===== config.mk =====
export PLATFORM = sky130hd
export DESIGN_NAME = truth_table_sweeper
export DESIGN_NICKNAME = d
export VERILOG_FILES = /design/src/rtl/truth_table_sweeper_pkg.sv /design/src/rtl/sweep_settle_timer.sv /design/src/rtl/truth_table_sweeper.sv
export SDC_FILE = /design/constraint.sdc
export NUM_CORES = 1
export LEC_CHECK = 0
export ABC_AREA = 1
export BUFFER_PORTS_ARGS = -buffer_cell sky130_fd_sc_hd__buf_2
export CORE_ASPECT_RATIO = 2
export CORE_MARGIN = 2
export CORE_UTILIZATION = 38
export DETAILED_ROUTE_END_ITERATION = 7
export PLACE_DENSITY_LB_ADDON = 0.1
export SLEW_MARGIN = 5
export SYNTH_ARGS = -nofsm -noshare
export SYNTH_HDL_FRONTEND = slang
export SYNTH_SLANG_ARGS = --single-unit

===== constraint.sdc =====
create_clock -name clk -period 2.55 [get_ports clk]
set_input_delay 0.3825 -clock clk [delete_from_list [all_inputs] [get_ports clk]]
set_output_delay 0.3825 -clock clk [all_outputs]
set_load 0.03 [all_outputs]

===== src/rtl/truth_table_sweeper_pkg.sv =====
// Shared state encoding and the vector-width helper for the truth-table sweeper.
package truth_table_sweeper_pkg;

    typedef logic [1:0] state_t;

    localparam state_t ST_IDLE   = 2'd0;
    localparam state_t ST_DRIVE  = 2'd1;
    localparam state_t ST_SAMPLE = 2'd2;
    localparam state_t ST_FINISH = 2'd3;

    // One vector bit per input combination.
    function automatic int vec_width(input int n_in);
        return 1 << n_in;
    endfunction

endpackage


===== src/rtl/sweep_settle_timer.sv =====
// Loadable down-counter that holds stim for SETTLE_CYCLES before the sample.
// One-cycle load-to-count latency; load wins over en; no backpressure.
module sweep_settle_timer #(
    parameter int SETTLE_CYCLES = 2,
    localparam int W = $clog2(SETTLE_CYCLES) + 1
) (
    input  logic clk,
    input  logic rst_n,
    input  logic load,
    input  logic en,
    output logic zero
);

    localparam logic [W-1:0] RELOAD = W'(SETTLE_CYCLES - 1);

    logic [W-1:0] cnt_q, cnt_d;

    always_comb begin
        cnt_d = cnt_q;
        if (load) begin
            cnt_d = RELOAD;
        end else if (en && (cnt_q != '0)) begin
            cnt_d = cnt_q - W'(1);
        end
    end

    always_ff @(posedge clk or negedge rst_n) begin
        if (!rst_n) begin
            cnt_q <= '0;
        end else begin
            cnt_q <= cnt_d;
        end
    end

    assign zero = (cnt_q == '0);

endmodule


===== src/rtl/truth_table_sweeper.sv =====
// Sweeps all 2**N_IN stim values, samples resp after SETTLE_CYCLES, builds vector + ones count.
// Each combination takes SETTLE_CYCLES+1 cycles; start is ignored while a sweep is in flight.
// SWEEP_COMPARE_EN adds an expected-vector input and a registered mismatch flag.
module truth_table_sweeper
    import truth_table_sweeper_pkg::*;
#(
    parameter int N_IN          = 4,
    parameter int SETTLE_CYCLES = 2,
    localparam int VW = vec_width(N_IN)
) (
    input  logic            clk,
    input  logic            rst_n,
    input  logic            start,
    input  logic            resp,
`ifdef SWEEP_COMPARE_EN
    input  logic [VW-1:0]   expected,
    output logic            mismatch,
`endif
    output logic [N_IN-1:0] stim,
    output logic            busy,
    output logic            done,
    output logic [VW-1:0]   vector,
    output logic [N_IN:0]   ones_count
);

    localparam logic [N_IN-1:0] STIM_MAX = '1;

    state_t          state_q, state_d;
    logic [N_IN-1:0] stim_q, stim_d;
    logic [VW-1:0]   vector_q, vector_d;
    logic [N_IN:0]   ones_q, ones_d;
    logic            tmr_load, tmr_en, tmr_zero;

    sweep_settle_timer #(
        .SETTLE_CYCLES (SETTLE_CYCLES)
    ) u_settle (
        .clk   (clk),
        .rst_n (rst_n),
        .load  (tmr_load),
        .en    (tmr_en),
        .zero  (tmr_zero)
    );

    always_comb begin
        state_d  = state_q;
        stim_d   = stim_q;
        vector_d = vector_q;
        ones_d   = ones_q;
        tmr_load = 1'b0;
        tmr_en   = 1'b0;
        case (state_q)
            ST_IDLE: begin
                if (start) begin
                    state_d  = ST_DRIVE;
                    stim_d   = '0;
                    vector_d = '0;
                    ones_d   = '0;
                    tmr_load = 1'b1;
                end
            end
            ST_DRIVE: begin
                tmr_en = 1'b1;
                if (tmr_zero) begin
                    state_d = ST_SAMPLE;
                end
            end
            ST_SAMPLE: begin
                vector_d[stim_q] = resp;
                ones_d           = ones_q + (N_IN+1)'(resp);
                // The last combination holds stim rather than wrapping to 0.
                if (stim_q != STIM_MAX) begin
                    stim_d   = stim_q + N_IN'(1);
                    tmr_load = 1'b1;
                    state_d  = ST_DRIVE;
                end else begin
                    state_d = ST_FINISH;
                end
            end
            default: begin
                state_d = ST_IDLE;
            end
        endcase
    end

    always_ff @(posedge clk or negedge rst_n) begin
        if (!rst_n) begin
            state_q  <= ST_IDLE;
            stim_q   <= '0;
            vector_q <= '0;
            ones_q   <= '0;
        end else begin
            state_q  <= state_d;
            stim_q   <= stim_d;
            vector_q <= vector_d;
            ones_q   <= ones_d;
        end
    end

    assign stim       = stim_q;
    assign busy       = (state_q == ST_DRIVE) || (state_q == ST_SAMPLE);
    assign done       = (state_q == ST_FINISH);
    assign vector     = vector_q;
    assign ones_count = ones_q;

`ifdef SWEEP_COMPARE_EN
    logic mismatch_q, mismatch_d;

    always_comb begin
        mismatch_d = mismatch_q;
        if ((state_q == ST_IDLE) && start) begin
            mismatch_d = 1'b0;
        end else if (state_q == ST_FINISH) begin
            mismatch_d = (vector_q != expected);
        end
    end

    always_ff @(posedge clk or negedge rst_n) begin
        if (!rst_n) begin
            mismatch_q <= 1'b0;
        end else begin
            mismatch_q <= mismatch_d;
        end
    end

    assign mismatch = mismatch_q;
`endif

endmodule


; Word-level counts from Yosys, hierarchy flattened
; Index checks and enable logic that the tools add are counted.
[classes]
n_addsub = 3
n_reduce_logical = 11
n_eq_ne = 7
order_cmp = 2
n_mux = 20
[ops]
columns = op, n
row1 = one-hot mux 16 bit (2 select lines), 1
row2 = bitwise mux 16 bit, 1
row3 = 2-to-1 mux 16 bit, 1
row4 = 2-to-1 mux 2 bit, 5
row5 = one-hot mux 5 bit (2 select lines), 1
row6 = 2-to-1 mux 4 bit, 2
row7 = one-hot mux 4 bit (2 select lines), 1
row8 = "inequality test 2 bit, second input constant", 3
row9 = one-hot mux 2 bit (3 select lines), 1
row10 = nonzero test 2 bit, 3
row11 = adder 5 x 1 -> 5 bit, 1
row12 = "< comparator 4 x 5 -> 1 bit, second input constant", 1
row13 = 2-to-1 mux 5 bit, 1
row14 = "adder 4 x 1 -> 4 bit, second input constant", 1
row15 = demux 1 bit (select 4 bit), 1
row16 = "== test 2 bit, second input constant", 2
row17 = ">= comparator 4 x 1 -> 1 bit, second input constant", 1
row18 = zero test 2 bit, 2
row19 = 2-to-1 mux 1 bit, 4
row20 = "inequality test 4 bit, second input constant", 1
row21 = AND reduction 2 bit, 2
row22 = AND reduction 3 bit, 1
row23 = "== test 2 x 1 -> 1 bit, second input constant", 1
row24 = logical AND 1 bit, 2
row25 = other kinds (3), 3
[word_totals]
reg_bits = 29
elab_cells = 48

; Longest topological paths before layout
[logic_depth]
ltp_word = 6
depth_mapped = 10

; Cells and area by module
; A second synthesis with hierarchy kept.
[unflattened]
cells_unflattened = 244
area_unflattened_um2 = 1776.7
[by_module_without_submodules]
columns = mod, area_per_inst_um2, n_inst, seq_area_each_um2, cells_per_inst
row1 = truth_table_sweeper, 1656.6, 1, 675.6, 227
row2 = sweep_settle_timer, 120.1, 1, 50.0, 17

; Least setup slack after synthesis
; Ideal clock, no wire load.
[synth_timing]
kind = flip-flop to flip-flop
from = reg state_q[0]
to = reg vector_q[1], in the netlist vector[1]
setup_ns = 0.118
path_stages_with_launch = 11
arrival_ns = 1.340
setup_slack_ns = 1.092
path_cell_list = dfrtp_1 -> inv_1 -> ha_1 -> buf_4 -> inv_2 -> o21ai_2 -> buf_6 -> buf_6 -> nand2_1 -> nand2_1 -> nand2_1
[synth_between]
elab_chain_len = 3
word_cells_on_any_way = 6
cone_classes = eq/ne (2) / mux (1) / reduce/logical (3)
[synth_rtl]
columns = element, line_no
row1 = from (decl), truth_table_sweeper.sv:28  ; state_t state_q, state_d;
row2 = from (signal assigned), truth_table_sweeper.sv:92  ; state_q <= state_d;
row3 = == test 2 bit or zero test 2 bit (tied branches), truth_table_sweeper.sv:51  ; case (state_q)
row4 = nonzero test 2 bit (no line) or inequality test 2 bit (tied branches), n/a
row5 = AND reduction 2 bit (no line), n/a
row6 = to (signal assigned), truth_table_sweeper.sv:94  ; vector_q <= vector_d;
row7 = to (decl), truth_table_sweeper.sv:30  ; logic [VW-1:0] vector_q, vector_d;
; Parallel ways exist; a longest one is shown, timed or not.
; A chain may end at the register's enable or synchronous reset.

; Worst setup path in the final report
[layout_timing]
from = reg state_q[0]
to = reg vector_q[9], in the netlist vector[9]
; The elaborated chain is that of the path after synthesis.

==> results.md <==
Cells and area:
- The number of fill cells in the layout is 484.
- In the final layout, the share of cells above drive strength 1 is 16.28%.
- After routing the design area is 0.001954 mm².
- Cells fill 45.49% of the core in the end.
- The total area of sequential cells is 725.7 µm².
- In the final layout, the multi-input gates occupy 778.2 µm².
- The layout overhead on the synthesized area is 17.53%.
- The repair_antennas step left the layout with diodes totalling 0.
- The number of nets at the end of the flow is 272.
- After the flow finishes, the layout carries non-filler instances totaling 312.

Global routing:
- The fraction of met1 tracks used by global routing is 20.56%.
- The number of global-route vias before repair was 1473.
- The pin count of the biggest net entering global routing is 30.
- For this run, global-route usage on met2 was measured as 31.78%.
- The wire length of the first global-routing pass is 6768 µm.
- The overall routing resource usage is 18.38%.
- The most utilized layer in the global route result is met2.
- The total congestion overflow after global routing is 0.
- The number of antenna violations at the first check in global routing is 0.
- In the global route stage, met3 resource usage came out at 3.846%.

Clock tree:
- After clock tree synthesis, the clock-pin slew on the worst setup and hold paths is 70 ps.
- The maximum clock insertion buffer count is 2.
- In this run the post-CTS setup repair buffer count came out at 0.
- In this run, post-CTS repair resized a total of 0 instances.
- The TritonCTS clock tree is built.
- The count of hold-fix buffers inserted at cts is 0.
- The H-tree depth reported by CTS is 2.
- TritonCTS created 5 clock buffers.
- The clock sink total is 29.
- The root buffer cell is clkbuf_8.
- The clock latency at the later pin of the worst-skew pair is 290 ps.

Timing:
- The worst relative slew slack is 25.88%.
- The number of hold violations in the final report was 0.
- The routed design could run at a clock period as short as 2227 ps.
- The measured slew at the worst slew-check pin is 1112 ps.
- The number of max-slew violations in the final report came to 0.
- Setup repair after global routing left no endpoint under its margin.
- Setup violations remaining at the end of the flow were counted as 0.
- Adding up every negative setup slack in the final design gives 0 ps.
- Between clock sinks in the finished design, the worst skew comes to 8.453 ps.
- For this run, the top clock speed supported by timing is 0.4490 GHz.
- In the post-route analysis, the smallest setup slack over all paths is 322.7 ps.
- The worst hold margin is 132.8 ps.
- The post-route clock period utilization is 87.35%.

Synthesis:
- The number of distinct library cells after synthesis is 19.
- A synthesized cell averages 7.358 µm².
- Synthesis produced a netlist whose cell count is 226.
- The leading area contributor after synthesis is dfrtp_1.
- The number of flip-flops and latches in the synthesized netlist is 29.
- The total of warnings raised by yosys is 0.
- The number of nets in the synthesized netlist is 241.
- The total standard cell area after synthesis is 0.001663 mm².
- The top cell type by area accounts for 43.64% of the synthesized area.
- By area the synthesized netlist is led by dfrtp_1, nand2_1, ha_1, inv_1, o21ai_0.
- Summing the sequential cell areas from Yosys gives 43.64% of the chip area.

Floorplan:
- The core region is 0.004297 mm².
- Once the floorplan was initialized, standard cells occupied 38.70% of the core.
- In this run the count of I/O pins placed on the die edge is 31.
- From bottom edge to top edge, the die measures 97.55 µm.
- The die outline area is 0.004953 mm².
- The floorplan has 34 rows.
- The width of the die is 50.78 µm.

Routing:
- The routed wire length is 4023 µm.
- For this block, the via count after detailed routing is 1524.
- The DRC violations left is 0.
- The detailed router finished its first iteration with 25 violations.
- Once detail routing completed, the nets flagged for antenna violations numbered 0.
- The average wire per cell in the routed design is 12.89 µm.
- The detailed-route vias per instance is 4.885.
- The first TritonRoute pass finished after 4 iterations.

Worst setup path:
- The number of cells on the worst reg-to-reg path is 6.
- At the worst endpoint, the required time is 2730 ps.
- The largest fanout on the critical path is 29.
- In this run the critical register-to-register path is launched from state_q[0].
- The worst setup path is of the reg2reg kind.
- The startpoint type of the worst setup path is a register.
- The worst reg2reg path endpoint is vector[9].
- The arrival time at the worst endpoint is 2400 ps.
- The worst reg-to-reg setup slack is 320 ps.
- The worst setup path is captured at a register.

Place:
- The weighted congestion at the end of routability-driven global placement is 0.8147.
- Prior to clock tree synthesis, the placed netlist has a worst setup slack of 312.2 ps.
- The cell area after placement is 0.001838 mm².
- Counting tap cells, the placed design contains a total of 304 instances.
- Summed over all nets, the half-perimeter wirelength after detailed placement is 2883 µm.
- Port buffering added 30 buffers.

Pwr:
- The leakage dissipation is 1.180 nW.
- Power spread over the standard cell area amounts to 924.2 mW/mm².
- Power comes to 1.806 mW.
- IR analysis of the VDD net gives a maximum drop of 0.0003905 V.

Run:
- Across the run, the number of max-cap violations was 0.

Run status:
- The run finished with clean final reports.

Min path:
- The path class of the tightest hold or removal check is in2async.
-- power by group --
part	internal [mW]	switching, mW	total, mW
Combinational	0.193	0.519	0.712
Clock	0.318	0.183	0.501
Sequential	0.525	0.0688	0.593
-- worst max path at each step --
stage / to / start / slack, ps / cells past startpoint
detailed placement: vector[9] / state_q[0] / 310 / 6
CTS: vector[9] / state_q[0] / 300 / 6
global placement: vector[8] / state_q[0] / 340 / 6
finish: vector[9] / state_q[0] / 320 / 6
global route: vector[12] / state_q[0] / 40 / 6
floorplan: vector[1] / state_q[0] / 1090 / 10
-- layout make-up --
| class | count | share of cell area (%) |
|---|---|---|
| inverter | 29 | 5.570 |
| clock inverter | 1 | 1.536 |
| tap | 54 | 3.457 |
| timing repair buffer | 31 | 8.067 |
| sequential | 29 | 37.13 |
| multi-input combinational | 161 | 39.82 |
| clock buffer | 7 | 4.417 |
-- sequential cells by signal, indices dropped and copies added (netlist names) --
signal and cells:
stim 4, u_settle.cnt_q 2, ones_count 5, vector 16, state_q 2
-- cell usage in the layout (no fill, tap or decap), drive strengths merged --
master / Yosys / layout
a21oi: 3 / 3
inv: 29 / 29
buf: 5 / 31
nand4: 7 / 7
dfrtp: 29 / 29
nor2: 20 / 20
bufinv: 0 / 1
and3: 1 / 1
xor2: 1 / 1
nand3: 12 / 12
nand2: 84 / 84
ha: 11 / 11
o21ai: 22 / 22
clkbuf: 2 / 7
-- cells in the mapped netlist --
cell	n
inv_1	27
buf_6	2
xor2_1	1
nand2_1	83
o21ai_0	16
buf_4	2
nand3_1	12
o21ai_2	1
nor2_1	20
inv_2	2
nand2_2	1
a21oi_1	3
buf_2	1
o21ai_1	5
clkbuf_1	2
ha_1	11
and3_1	1
dfrtp_1	29
nand4_1	7
-- layer usage --
metal / routed length, µm / share of wire [%]
met1: 1627 / 40
met2: 2145 / 53
met3: 151 / 3.8
met4: 99 / 2.5
met5: 0 / 0
-- cells by family (layout without fill, tap and decap cells) --
logic type               after synthesis  after routing  share of synthesized area (%)
AO/OA/AOI/OAI                         25             25                          7.750
XOR/XNOR                               1              1                         0.5268
adder cells (fa/ha/maj)               11             11                          8.277
buffers and inverters                 36             68                          9.556
flip-flops                            29             29                          43.64
AND/OR/NAND/NOR                      124            124                          30.25
-- worst max-delay path, cell delays in order (launching register included) --
cell	delay (ps)
dfrtp_1	410
inv_1	100
ha_1	250
o21ai_2	880
nand2_1	190
o21ai_0	220
inv_1	50
(Power assumes the default switching activity.)
